[config.mk]
export PLATFORM = sky130hd
export DESIGN_NAME = alu_issue_stage
export DESIGN_NICKNAME = d
export VERILOG_FILES = /design/src/rtl/alu_issue_stage.sv
export SDC_FILE = /design/constraint.sdc
export NUM_CORES = 1
export LEC_CHECK = 0
export CORE_MARGIN = 2
export CORE_UTILIZATION = 45
export DETAILED_ROUTE_END_ITERATION = 10
export PLACE_DENSITY = 0.85
export SLEW_MARGIN = 40
export SYNTH_ARGS = -nofsm -noshare
export SYNTH_HDL_FRONTEND = slang
export SYNTH_SLANG_ARGS = --single-unit
[constraint.sdc]
create_clock -name clk -period 8.25 [get_ports clk]
set_input_delay 0.825 -clock clk [delete_from_list [all_inputs] [get_ports clk]]
set_output_delay 0.825 -clock clk [all_outputs]
set_load 0.05 [all_outputs]
[src/rtl/alu_issue_stage.sv]
// ALU issue stage: operand select, write-back forwarding and a 2-entry skid buffer ahead of the ALU.
// Define ALU_ISSUE_FWD_EN to forward write-back data into captured and held operands.
module alu_issue_stage (
  input  logic        clk,
  input  logic        rst_n,
  input  logic        flush,
  input  logic        in_valid,
  output logic        in_ready,
  input  logic [1:0]  in_op,
  input  logic [4:0]  in_rs_a,
  input  logic [4:0]  in_rs_b,
  input  logic [31:0] in_rdata_a,
  input  logic [31:0] in_rdata_b,
  input  logic [31:0] in_imm,
  input  logic        in_use_imm,
  input  logic [4:0]  in_rd,
  input  logic        wb_valid,
  input  logic [4:0]  wb_rd,
  input  logic [31:0] wb_data,
  output logic        out_valid,
  input  logic        out_ready,
  output logic [1:0]  ALUOp,
  output logic [31:0] SrcA,
  output logic [31:0] SrcB,
  output logic [4:0]  out_rd
);
  localparam int DATA_W = 32;

  typedef struct packed {
    logic [1:0]        op;
    logic [DATA_W-1:0] a;
    logic [DATA_W-1:0] b;
    logic [4:0]        rd;
    logic [4:0]        rs_a;
    logic [4:0]        rs_b;
    logic              b_imm;
  } entry_t;

  typedef enum logic [1:0] {EMPTY, ONE, FULL} state_t;

  state_t state_q, state_d;
  entry_t e0_q, e0_d, e1_q, e1_d;
  entry_t cap_raw, cap, e0_ref, e1_ref;
  logic   out_valid_q, out_valid_d;
  logic   in_ready_q, in_ready_d;
  logic   accept, drain;

  always_comb begin
    cap_raw       = '0;
    cap_raw.op    = in_op;
    cap_raw.a     = in_rdata_a;
    cap_raw.b     = in_use_imm ? in_imm : in_rdata_b;
    cap_raw.rd    = in_rd;
    cap_raw.rs_a  = in_rs_a;
    cap_raw.rs_b  = in_rs_b;
    cap_raw.b_imm = in_use_imm;
  end

`ifdef ALU_ISSUE_FWD_EN
  // Same match rule serves both the incoming op and the held entries; r0 never forwards.
  function automatic entry_t refresh(input entry_t e, input logic wv,
                                     input logic [4:0] wrd, input logic [DATA_W-1:0] wd);
    entry_t r;
    r = e;
    if (wv && (wrd != 5'd0)) begin
      if (wrd == e.rs_a) r.a = wd;
      if (!e.b_imm && (wrd == e.rs_b)) r.b = wd;
    end
    return r;
  endfunction

  assign cap    = refresh(cap_raw, wb_valid, wb_rd, wb_data);
  assign e0_ref = refresh(e0_q, wb_valid, wb_rd, wb_data);
  assign e1_ref = refresh(e1_q, wb_valid, wb_rd, wb_data);
`else
  logic unused_fwd;
  assign unused_fwd = ^{wb_valid, wb_rd, wb_data};
  assign cap    = cap_raw;
  assign e0_ref = e0_q;
  assign e1_ref = e1_q;
`endif

  always_comb begin
    accept  = in_valid && in_ready_q;
    drain   = out_valid_q && out_ready;
    state_d = state_q;
    e0_d    = e0_ref;
    e1_d    = e1_ref;
    if (flush) begin
      state_d = EMPTY;
    end else begin
      case (state_q)
        EMPTY: if (accept) begin
          e0_d    = cap;
          state_d = ONE;
        end
        ONE: begin
          if (accept && drain) begin
            e0_d = cap;
          end else if (accept) begin
            e1_d    = cap;
            state_d = FULL;
          end else if (drain) begin
            state_d = EMPTY;
          end
        end
        FULL: if (drain) begin
          e0_d    = e1_ref;
          state_d = ONE;
        end
        default: state_d = EMPTY;
      endcase
    end
    out_valid_d = (state_d != EMPTY);
    in_ready_d  = (state_d != FULL);
  end

  always_ff @(posedge clk or negedge rst_n) begin
    if (!rst_n) begin
      state_q     <= EMPTY;
      out_valid_q <= 1'b0;
      in_ready_q  <= 1'b1;
      e0_q        <= '0;
    end else begin
      state_q     <= state_d;
      out_valid_q <= out_valid_d;
      in_ready_q  <= in_ready_d;
      e0_q        <= e0_d;
    end
  end

  // Skid entry is only meaningful while FULL, so its payload needs no reset.
  always_ff @(posedge clk) begin
    e1_q <= e1_d;
  end

  assign in_ready  = in_ready_q;
  assign out_valid = out_valid_q;
  assign ALUOp     = e0_q.op;
  assign SrcA      = e0_q.a;
  assign SrcB      = e0_q.b;
  assign out_rd    = e0_q.rd;
endmodule

# ---- Yosys cells after proc, flatten, opt, wreduce, memory -nomap -nowiden
# Index checks and enable logic that the tools add are counted.
dict set report totals {
  reg_bits 157
  latchBits 0
  mem_bits_rw 0
  romBits 0
  input_bits 157
  out_inout_bits 73
  wordCells 42
  n_memories 0
}
dict set report op_classes {
  add_sub_neg 0
  multipliers 0
  div 0
  order_cmp 0
  n_eq_ne 6
  shift 0
  mux 12
  bitwise_logic 2
  reduce_logical 8
}
# cell n
set ops {}
lappend ops {{82-bit 2-to-1 mux} 3}
lappend ops {{82-bit one-hot mux with 3 select lines} 1}
lappend ops {{32-bit 2-to-1 mux} 1}
lappend ops {{2-bit 2-to-1 mux} 6}
lappend ops {{2-bit inequality test (second input constant)} 4}
lappend ops {{2-bit one-hot mux with 3 select lines} 1}
lappend ops {{5-bit AND reduction} 1}
lappend ops {{4-bit AND reduction} 1}
lappend ops {{1-bit logical AND} 3}
lappend ops {{3-bit nonzero test} 1}
lappend ops {{2-bit by 1-bit equality test with 1-bit output (second input constant)} 1}
lappend ops {{2-bit equality test (second input constant)} 1}
lappend ops {{2-bit logical NOT} 1}
lappend ops {{1-bit NOT} 2}
lappend ops {{2-bit nonzero test} 1}

# ---- Depth between registers and ports, before layout
# Gate-level depths: netlist (run 1).
dict set report logic_depth {
  depth_word 7
  ltp_mapped 5
  depth_no_buf 3
}

# ---- Worst setup path before layout (run 1)
# Ideal clock, no wire load.
dict set report synth_timing {
  path_kind {input to register}
  start {input in_valid}
  end {register e1_q[11] (netlist bit) (enable)}
  setup_ps 588
  arrival_time_ps 5893
  t_required_ps 7662
  setup_slack_ps 1769
  stages 2
  path_buffers 0
  cell_sequence {nand3b_1 > nor3_1}
}
dict set report synth_via {
  elab_chain_cells 4
}
# item line
set synth_lines {}
lappend synth_lines {{start, declared} 7} ;# input logic in_valid,
lappend synth_lines {{1-bit logical AND (*)} 84} ;# accept = in_valid && in_ready_q;
lappend synth_lines {{1-bit logical AND} 98} ;# if (accept && drain) begin
lappend synth_lines {{1-bit NOT (no line)} n/a}
lappend synth_lines {{4-bit AND reduction (no line) (*)} n/a}
lappend synth_lines {{end signal, assigned} 134} ;# e1_q <= e1_d;
lappend synth_lines {{end, declared} 42} ;# entry_t e0_q, e0_d, e1_q, e1_d;
# Every way passes the cells marked *; elsewhere a longest branch is shown, timed or not.
# A chain may end at the register's enable or synchronous reset.

# ---- Worst setup path in the final report (run 1)
dict set report layout_timing {
  start {register in_ready_q, in the netlist in_ready}
  end {output in_ready}
}
# item line
set layout_rtl {}
lappend layout_rtl {{start, declared} 45} ;# logic in_ready_q, in_ready_d;
lappend layout_rtl {{start signal, assigned} 127} ;# in_ready_q <= in_ready_d;
lappend layout_rtl {{end, declared} 8} ;# output logic in_ready,
# No word-level cell between the ends.

==> results of run 1 <==
==> placed cells by master (no fill, tap or decap) <==
master | netlist | final
clkdlybuf4s50_1 | 0 | 179
a22o_1 | 1 | 1
nor2_1 | 2 | 2
a21oi_1 | 1 | 1
a21bo_2 | 1 | 1
clkbuf_16 | 0 | 17
or2_2 | 1 | 1
mux2_1 | 9 | 9
inv_1 | 1 | 1
buf_6 | 8 | 1
mux2_2 | 155 | 155
clkbuf_8 | 0 | 2
clkinvlp_4 | 0 | 1
buf_2 | 5 | 1
mux2_4 | 10 | 10
nand2_1 | 3 | 3
dfstp_2 | 1 | 1
clkbuf_1 | 6 | 7
nand4b_1 | 1 | 1
bufinv_16 | 0 | 1
buf_4 | 0 | 4
dfrtp_1 | 74 | 74
a221o_1 | 1 | 1
nand3b_1 | 1 | 1
nand2b_4 | 0 | 1
nor3_2 | 0 | 1
buf_8 | 0 | 1
clkinv_2 | 0 | 2
a221oi_4 | 1 | 1
nor2b_4 | 0 | 1
clkinv_4 | 0 | 1
mux2i_1 | 1 | 1
a21o_1 | 1 | 1
edfxtp_1 | 71 | 71
buf_16 | 0 | 1
buf_12 | 0 | 1
==> metal layers <==
layer | track usage, % | routed length, µm | vias up | share of wire [%]
met4 | 4.96 | 129 | 0 | 0.98
met1 | 22.4 | 5550 | 1870 | 42
met5 | 0 | 0 | - | 0
met3 | 5.48 | 783 | 13 | 6.0
met2 | 30.9 | 6690 | 107 | 51
li1 | - | - | 1731 | -
==> state kept, by name, indices dropped and copies added, names as in the netlist <==
name       flops
out_rd         5
state_q        2
SrcA          32
out_valid      1
ALUOp          2
in_ready       1
e1_q          71
SrcB          32
==> power groups by stage <==
stage | Clock, mW | Sequential [mW] | Combinational (mW)
floorplan | 0 | 1.55 | 0.248
finish | 0.701 | 1.01 | 1.19
global route | 0.754 | 1.04 | 1.24
detailed placement | 0 | 1.03 | 1.20
CTS | 0.718 | 1.02 | 1.20
global placement | 0 | 1.02 | 1.18
==> per-stage QoR <==
stage	cell area (µm²)	setup WS, ns	utilization, %	instances	hold slack, ns
after floorplan	6280	1.77	-	358	0.529
after global placement	8220	5.32	59.7	704	0.471
after detailed placement	8270	5.28	60.1	706	0.486
after CTS	8810	5.63	64.0	737	0.488
after global routing	8830	5.58	64.1	738	0.316
final	8830	5.65	64.1	738	0.304
==> logic make-up (layout without fill, tap and decap cells) <==
group | Yosys count | in the layout
mux | 175 | 175
compound gates | 6 | 6
flops | 146 | 146
simple gates | 11 | 11
buf+inv | 20 | 220
==> layout make-up <==
| type | instances | area (µm²) |
|---|---|---|
| flip-flops and latches | 146 | 4010 |
| well taps | 180 | 225 |
| inverters | 1 | 3.75 |
| clock buffers | 26 | 479 |
| repair buffers | 188 | 1900 |
| clock inverters | 5 | 56.3 |
| multi-input cells | 192 | 2150 |
| fillers | 1035 | 4940 |
==> synth_stat cells <==
master    instances
dfstp_2           1
mux2i_1           1
nor2b_1           1
a221oi_4          1
nand2b_1          1
buf_6             8
mux2_1            9
edfxtp_1         71
nor2_1            2
a221o_1           1
nor3_1            1
a21oi_1           1
nand2_1           3
mux2_4           10
inv_1             1
clkbuf_1          6
dfrtp_1          74
buf_2             5
nand4b_1          1
or2_2             1
a21o_1            1
a21bo_2           1
mux2_2          155
nand3b_1          1
a22o_1            1
==> worst min-delay path by stage <==
stage	start	endpoint	slack (ns)	depth (start not counted)
floorplan	rst_n	ALUOp[0]$_DFFE_PN0P_	0.53	0
global placement	SrcA[24]$_DFFE_PN0P_	SrcA[24]$_DFFE_PN0P_	0.47	1
detailed placement	SrcA[24]$_DFFE_PN0P_	SrcA[24]$_DFFE_PN0P_	0.49	1
CTS	rst_n	SrcA[15]$_DFFE_PN0P_	0.49	1
global route	rst_n	SrcA[15]$_DFFE_PN0P_	0.32	1
finish	rst_n	SrcA[15]$_DFFE_PN0P_	0.30	1
==> run_results.csv, run 1 <==
group,metric,value,unit
layout,syn_to_final_growth,40.5,%
global_route,grt_overflow_total,0,
setup_path,critPathMaxStageDelay,0.82,ns
yosys,yosys.area_share.simple,0.936,%
sta,slew_headroom,46.9,%
drt,drtIter0Drc,145,
yosys,synth_area_leaders,"edfxtp_1 34%, dfrtp_1 29%, mux2_2 28%",
clock_network,post-cts-setup-buffer-count,0,
yosys,synthCells,358,
hold_path,hold_path.class,"in -> async",
power,peakVddDrop,198,µV
clock_network,ctsHoldBuffers,0,
floorplanning,rows,43,
clock_network,clock_latency,0.41,ns
setup_path,crit_start,"in_ready$_DFF_PN1_",
yosys,synth_compound_gate_area_share,1.08,%
floorplanning,initial_core_util,45.6,%
power,swShare,37.1,%
placed_design,hpwl,8990,µm
power,total_power,2.91,mW
yosys,syn_nets,515,
yosys,yosysSeqAreaShare,63.8,%
sta,worst_slew_pin_slew,0.797,ns
yosys,synth.distinct_cells,25,
floorplanning,core_area,13800,µm²
power,switchingPower,1.08,mW
drt,drc_errors,0,
layout,diodes,0,
setup_path,r2r-start,"state_q[0]$_DFF_PN0_",
drt,ant_nets,0,
clock_network,h-tree-depth,4,
sta,rsz0062_at_grt,"false",
floorplanning,num_io_pins,230,
yosys,synth_fa_ha_area_share,0,%
setup_path,crit_path_max_fanout,4,
layout,drive_above_1_share,36.7,%
clock_network,clkTransAtPathRegs,0.06,ns
setup_path,regToRegSetupSlack,5.89,ns
yosys,synth_warnings,0,
power,clkPwrFrac,24.1,%
clock_network,clockBufferDepth,2,
placed_design,gp_congestion,0.712,
floorplanning,die_x,122,µm
yosys,synth_xor_area_share,0,%
setup_path,critPathCapture,"in_ready",
power,p_int,1.83,mW
layout,nets,703,
placed_design,port_buffers,181,
power,combPwrFrac,41.0,%
setup_path,worstSetupPathDepth,1,
global_route,grt_max_degree,76,
flow_run,drv_cap,0,
clock_network,cts_resized,0,
setup_path,rr_endpoint,"SrcA[7]$_DFFE_PN0P_",
global_route,grt_pass1_wl,20700,µm
drt,viasPerCell,5.04,
run_status,status,"complete, no violations",
power,power_leakage,3.32,nW
yosys,synth_top_area_share,33.9,%
yosys,synthMuxAreaShare,31.9,%
setup_path,crit_slowest_cell,"clkdlybuf4s50_1",
sta,slew_violations,0,
setup_path,critPathCaptureType,"output pin",
drt,finalWirelength,13200,µm
sta,timing.fmax,0.385,GHz
clock_network,cts_tree,"yes",
setup_path,critical-path-top-delay-family,"buffers and inverters",
yosys,synth_top_family_by_area,"multiplexers",
sta,setup_viol_count_final,0,
setup_path,criticalPathCategory,"reg -> out",
setup_path,cp_num_buf_inv,1,
global_route,antenna_found_initial,0,
drt,vias,3721,
global_route,grt_use_total,18.1,%
floorplanning,dieArea,14900,µm²
yosys,avgSynthCellArea,17.6,µm²
drt,avgRoutedWirePerCell,17.8,µm
clock_network,cts_sinks,146,
setup_path,worstPathCellList,"clkdlybuf4s50_1",
clock_network,cts_buffers,17,
clock_network,cts-root-buf,"clkbuf_16",
setup_path,rr_worst_depth,4,
power,powerDensity,329,nW/µm²
sta,period_needed,2.60,ns
sta,fin_skew,0.00971,ns
power,p_seq_share,34.9,%
yosys,synthesis.area,6280,µm²
yosys,synth_seq_cells,146,
drt,firstDrtPassIters,4,
setup_path,startpoint_type,"flop",
setup_path,worst_ep_arrival_time,1.78,ns
setup_path,cp.required,7.42,ns
yosys,synth_area_leader_cell,"edfxtp_1",
sta,fin_crit_sh,31.5,%
sta,fin_setup_tns,0,ns
floorplanning,fp.dieH,122,µm
global_route,first_global_vias,4098,
sta,hold_viol,0,
Power figures use the tool's default switching activity.
==> run 2: changes to the inputs <==
--- a/config.mk
+++ b/config.mk
@@ -6,9 +6,9 @@
 export NUM_CORES = 1
 export LEC_CHECK = 0
 export CORE_MARGIN = 2
-export CORE_UTILIZATION = 45
+export CORE_UTILIZATION = 40
 export DETAILED_ROUTE_END_ITERATION = 10
-export PLACE_DENSITY = 0.85
+export PLACE_DENSITY = 0.8
 export SLEW_MARGIN = 40
 export SYNTH_ARGS = -nofsm -noshare
 export SYNTH_HDL_FRONTEND = slang
==> constraint.sdc (replaced) <==
create_clock -name clk -period 2.2 [get_ports clk]
set_input_delay 0.22 -clock clk [delete_from_list [all_inputs] [get_ports clk]]
set_output_delay 0.22 -clock clk [all_outputs]
set_load 0.05 [all_outputs]
==> run_results.csv, run 2 (synthesized netlist as in run 1, its figures left out) <==
group,metric,value,unit
clock_network,cts_sinks,146,
sta,fin_crit_sh,91.4,%
placed_design,port_buffers,181,
power,power_leakage,3.41,nW
clock_network,clkTransAtPathRegs,0.06,ns
setup_path,cp_num_buf_inv,1,
layout,fin_cells,782,
drt,viasPerCell,4.84,
drt,drc_errors,0,
setup_path,worstPathCellList,"clkdlybuf4s50_1",
setup_path,cp.required,1.98,ns
drt,finalWirelength,13900,µm
setup_path,startpoint_type,"flop",
drt,vias,3783,
setup_path,crit_slowest_cell,"clkdlybuf4s50_1",
run_status,status,"complete, no violations",
layout,fin_util,59.2,%
sta,worst_slew_pin_slew,0.551,ns
setup_path,critical-path-top-delay-family,"buffers and inverters",
placed_design,hpwl,9650,µm
sta,slew_headroom,63.2,%
global_route,first_global_vias,4122,
setup_path,worstSetupPathDepth,1,
sta,setup_viol_count_final,0,
floorplanning,fp.dieH,129,µm
clock_network,post-cts-setup-buffer-count,0,
sta,hold_viol,0,
floorplanning,initial_core_util,41.2,%
hold_path,hold_path.class,"in -> async",
floorplanning,core_area,15300,µm²
floorplanning,die_x,129,µm
placed_design,dpl_cell_area,8460,µm²
global_route,grt_use_total,17.4,%
setup_path,worst_ep_arrival_time,1.79,ns
drt,avgRoutedWirePerCell,17.8,µm
clock_network,cts_tree,"yes",
floorplanning,dieArea,16700,µm²
clock_network,clockBufferDepth,2,
setup_path,critPathCaptureType,"output pin",
flow_run,drv_cap,0,
sta,rsz0062_at_grt,"false",
power,powerDensity,1230,nW/µm²
placed_design,gp_congestion,0.749,
setup_path,critPathMaxStageDelay,0.81,ns
layout,largest_reg_flops,71,
layout,drive_above_1_share,38.2,%
layout,top_register,"e1_q",
clock_network,cts-root-buf,"clkbuf_16",
floorplanning,rows,45,
layout,design_area,9030,µm²
layout,syn_to_final_growth,43.7,%
global_route,grt_pass1_wl,21800,µm
drt,firstDrtPassIters,4,
floorplanning,num_io_pins,230,
setup_path,crit_path_max_fanout,4,
clock_network,clock_latency,0.42,ns
power,peakVddDrop,788,µV
layout,layout_commonest_cell,"clkdlybuf4s50_1",
power,total_power,11.1,mW
sta,fin_setup_tns,0,ns
layout,diodes,0,
clock_network,cts_buffers,17,
sta,slew_violations,0,
global_route,grt_max_degree,41,
global_route,grt_overflow_total,0,
setup_path,rr_worst_depth,5,
clock_network,h-tree-depth,4,
setup_path,criticalPathCategory,"reg -> out",
drt,drtIter0Drc,258,
global_route,antenna_found_initial,0,
placed_design,dp_cells,749,
sta,period_needed,2.01,ns
clock_network,cts_resized,0,
layout,nets,715,
layout,layout_common_cells,"179 x clkdlybuf4s50_1, 155 x mux2_2, 74 x dfrtp_1, 71 x edfxtp_1, 17 x clkbuf_16",
sta,timing.fmax,0.497,GHz
sta,fin_skew,0.00932,ns
drt,ant_nets,0,
==> run 2: routing by layer <==
layer | vias to the layer above | part of all wire [%] | GRT usage, %
li1 | 1757 | - | -
met2 | 117 | 51 | 29.3
met4 | 0 | 1.6 | 6.01
met5 | - | 0 | 0
met3 | 19 | 6.0 | 6.03
met1 | 1890 | 41 | 20.8
==> run 2: worst paths after layout <==
check	startpoint	endpoint	slack, ns
max in group asynchronous	rst_n	in_ready$_DFF_PN1_	1.18
worst min register to register	SrcB[30]$_DFFE_PN0P_	SrcB[30]$_DFFE_PN0P_	0.50
worst min-delay path	rst_n	SrcB[16]$_DFFE_PN0P_	0.31
worst max-delay path	in_ready$_DFF_PN1_	in_ready	0.19
worst max register to register	in_ready$_DFF_PN1_	SrcA[3]$_DFFE_PN0P_	0.22
min in group clk	in_rdata_a[5]	e1_q[53]$_DFFE_PP_	0.38
==> run 2: power by group <==
part           total, mW  internal (mW)  leakage, nW  switching, mW
Combinational       4.53           1.80         1.60           2.73
Clock               2.75           1.72        0.279           1.03
Sequential          3.82           3.49         1.52          0.325
Total               11.1           7.01         3.41           4.09
==> run 2: final cells by class <==
cell class	count	area, µm²
multi-input combinational	192	2150
tap	211	264
inverter	1	3.75
clock inverter	7	85.1
fill	1200	6230
sequential	146	4010
clock buffer	25	475
timing repair buffer	200	2040
==> run 2: through the flow <==
step                worst slack (ns)  hold slack (ns)
floorplan                     -0.950          -0.0756
global placement              0.0849            0.225
detailed placement            0.0307            0.237
CTS                            0.171            0.328
global route                   0.144            0.345
finish                         0.189            0.313
==> run 2: what timing repair did <==
action	4_1_cts	5_1_grt
hold buffers	1	0
endpoints found under the hold margin	36	0
endpoints found under the setup margin	0	0
==> run 3: changes to the inputs <==
--- a/config.mk
+++ b/config.mk
@@ -5,10 +5,12 @@
 export SDC_FILE = /design/constraint.sdc
 export NUM_CORES = 1
 export LEC_CHECK = 0
+export CORE_ASPECT_RATIO = 1.4
 export CORE_MARGIN = 2
-export CORE_UTILIZATION = 40
+export CORE_UTILIZATION = 45
 export DETAILED_ROUTE_END_ITERATION = 10
-export PLACE_DENSITY = 0.8
+export DONT_BUFFER_PORTS = 1
+export PLACE_DENSITY = 0.64
 export SLEW_MARGIN = 40
 export SYNTH_ARGS = -nofsm -noshare
 export SYNTH_HDL_FRONTEND = slang
==> constraint.sdc (replaced) <==
create_clock -name clk -period 2.3 [get_ports clk]
set_input_delay 0.23 -clock clk [delete_from_list [all_inputs] [get_ports clk]]
set_output_delay 0.23 -clock clk [all_outputs]
set_load 0.05 [all_outputs]
==> run_results.csv, run 3 (synthesized netlist as in run 1, its figures left out) <==
group,metric,value,unit
sta,hold-worst-slack,0.0270,ns
sta,fin_skew,0.00518,ns
placed_design,gp_congestion,0.684,
clock_network,cts_sinks,146,
layout,multiInputGateArea,2150,µm²
drt,drtIter0Drc,78,
sta,setup_viol_count_final,0,
layout,design_area,7520,µm²
setup_path,worst_ep_arrival_time,2.38,ns
hold_path,hold_start,"out_ready",
floorplanning,fp.dieH,144,µm
sta,slew_violations,0,
clock_network,cts-root-buf,"clkbuf_16",
power,total_power,9.48,mW
setup_path,critical-path-top-delay-family,"flip-flops",
setup_path,critPathMaxStageDelay,0.45,ns
clock_network,cts_resized,0,
setup_path,cp_num_buf_inv,1,
floorplanning,rows,51,
setup_path,startpoint_type,"flop",
sta,fin_crit_sh,91.2,%
layout,largest_reg_flops,71,
layout,fin_util,54.6,%
clock_network,h-tree-depth,4,
floorplanning,core_area,13800,µm²
hold_path,hold_depth,1,
global_route,first_global_vias,3627,
drt,finalWirelength,12200,µm
global_route,grt_overflow_total,0,
drt,avgRoutedWirePerCell,20.1,µm
layout,nets,566,
layout,syn_to_final_growth,19.7,%
clock_network,post-cts-setup-buffer-count,0,
placed_design,dpl_cell_area,6490,µm²
layout,seqCellArea,4010,µm²
setup_path,r2r-start,"state_q[1]$_DFF_PN0_",
floorplanning,num_io_pins,230,
clock_network,clockBufferDepth,2,
run_status,status,"complete, no violations",
setup_path,worstPathCellList,"nand3b_1, a221oi_4, buf_4, mux2_2",
power,powerDensity,1260,nW/µm²
layout,diodes,0,
layout,fill_cells,1122,
setup_path,cp.required,2.59,ns
layout,layout_commonest_cell,"mux2_2",
placed_design,port_buffers,0,
layout,top_register,"e1_q",
drt,viasPerCell,5.40,
setup_path,rr_worst_depth,4,
power,peakVddDrop,727,µV
clock_network,cts_buffers,17,
clock_network,clkTransAtPathRegs,0.06,ns
layout,drive_above_1_share,50.7,%
floorplanning,dieArea,14900,µm²
flow_run,drv_cap,0,
drt,ant_nets,0,
floorplanning,initial_core_util,45.6,%
global_route,grt_max_degree,76,
setup_path,crit_slowest_cell,"dfrtp_1",
global_route,grt_use_total,16.8,%
sta,timing.fmax,0.477,GHz
global_route,antenna_found_initial,0,
power,power_leakage,2.82,nW
sta,rsz0062_at_grt,"false",
clock_network,cts_tree,"yes",
hold_path,hold_path.class,"in -> reg",
setup_path,worstSetupPathDepth,4,
setup_path,critPathCaptureType,"flop",
drt,drc_errors,0,
clock_network,ctsHoldBuffers,42,
sta,worst_slew_pin_slew,0.552,ns
sta,period_needed,2.10,ns
floorplanning,die_x,104,µm
placed_design,hpwl,7650,µm
layout,layout_common_cells,"155 x mux2_2, 74 x dfrtp_1, 71 x edfxtp_1, 41 x dlygate4sd3_1, 17 x clkbuf_16",
drt,firstDrtPassIters,4,
clock_network,clock_latency,0.40,ns
setup_path,crit_start,"state_q[1]$_DFF_PN0_",
drt,vias,3275,
sta,hold_viol,0,
global_route,grt_pass1_wl,19200,µm
sta,slew_headroom,63.2,%
setup_path,crit_path_max_fanout,26,
setup_path,criticalPathCategory,"reg -> reg",
## run 3: metrics by stage
| stage | setup WS (ns) | TNS [ns] | instances |
|---|---|---|---|
| after floorplan | -0.850 | -60.33 | 358 |
| after global placement | 0.248 | 0 | 533 |
| after detailed placement | 0.186 | 0 | 533 |
| after CTS | 0.175 | 0 | 607 |
| after global routing | 0.0687 | 0 | 607 |
| final | 0.202 | 0 | 607 |
## run 3: metal layers
layer | part of all wire, % | global-route usage (%)
met1 | 39 | 18.3
met5 | 0 | 0
met2 | 53 | 29.9
met3 | 6.3 | 5.17
met4 | 2.1 | 7.75
## run 3: report_power, final
part | internal, mW | total (mW) | leakage [nW] | switching (mW)
clock network | 1.64 | 2.75 | 0.288 | 1.10
logic | 0.709 | 1.10 | 1.01 | 0.387
registers | 3.30 | 5.64 | 1.52 | 2.34
total | 5.65 | 9.48 | 2.82 | 3.83
## run 3: final cells by class
| class | count | share of cell area (%) |
|---|---|---|
| well taps | 185 | 3.08 |
| inverters | 1 | 0.0499 |
| multi-input cells | 192 | 28.6 |
| flip-flops and latches | 146 | 53.3 |
| clock buffers | 18 | 5.84 |
| clock inverters | 14 | 2.01 |
| repair buffers | 51 | 7.05 |
## run 3: final timing paths
check | slack [ns] | end
max reg2reg | 0.20 | SrcA[15]$_DFFE_PN0P_
max in group asynchronous | 1.58 | in_ready$_DFF_PN1_
min | 0.03 | in_ready$_DFF_PN1_
max | 0.20 | SrcA[15]$_DFFE_PN0P_
min in group asynchronous | 0.40 | SrcB[15]$_DFFE_PN0P_
min reg2reg | 0.60 | SrcB[30]$_DFFE_PN0P_
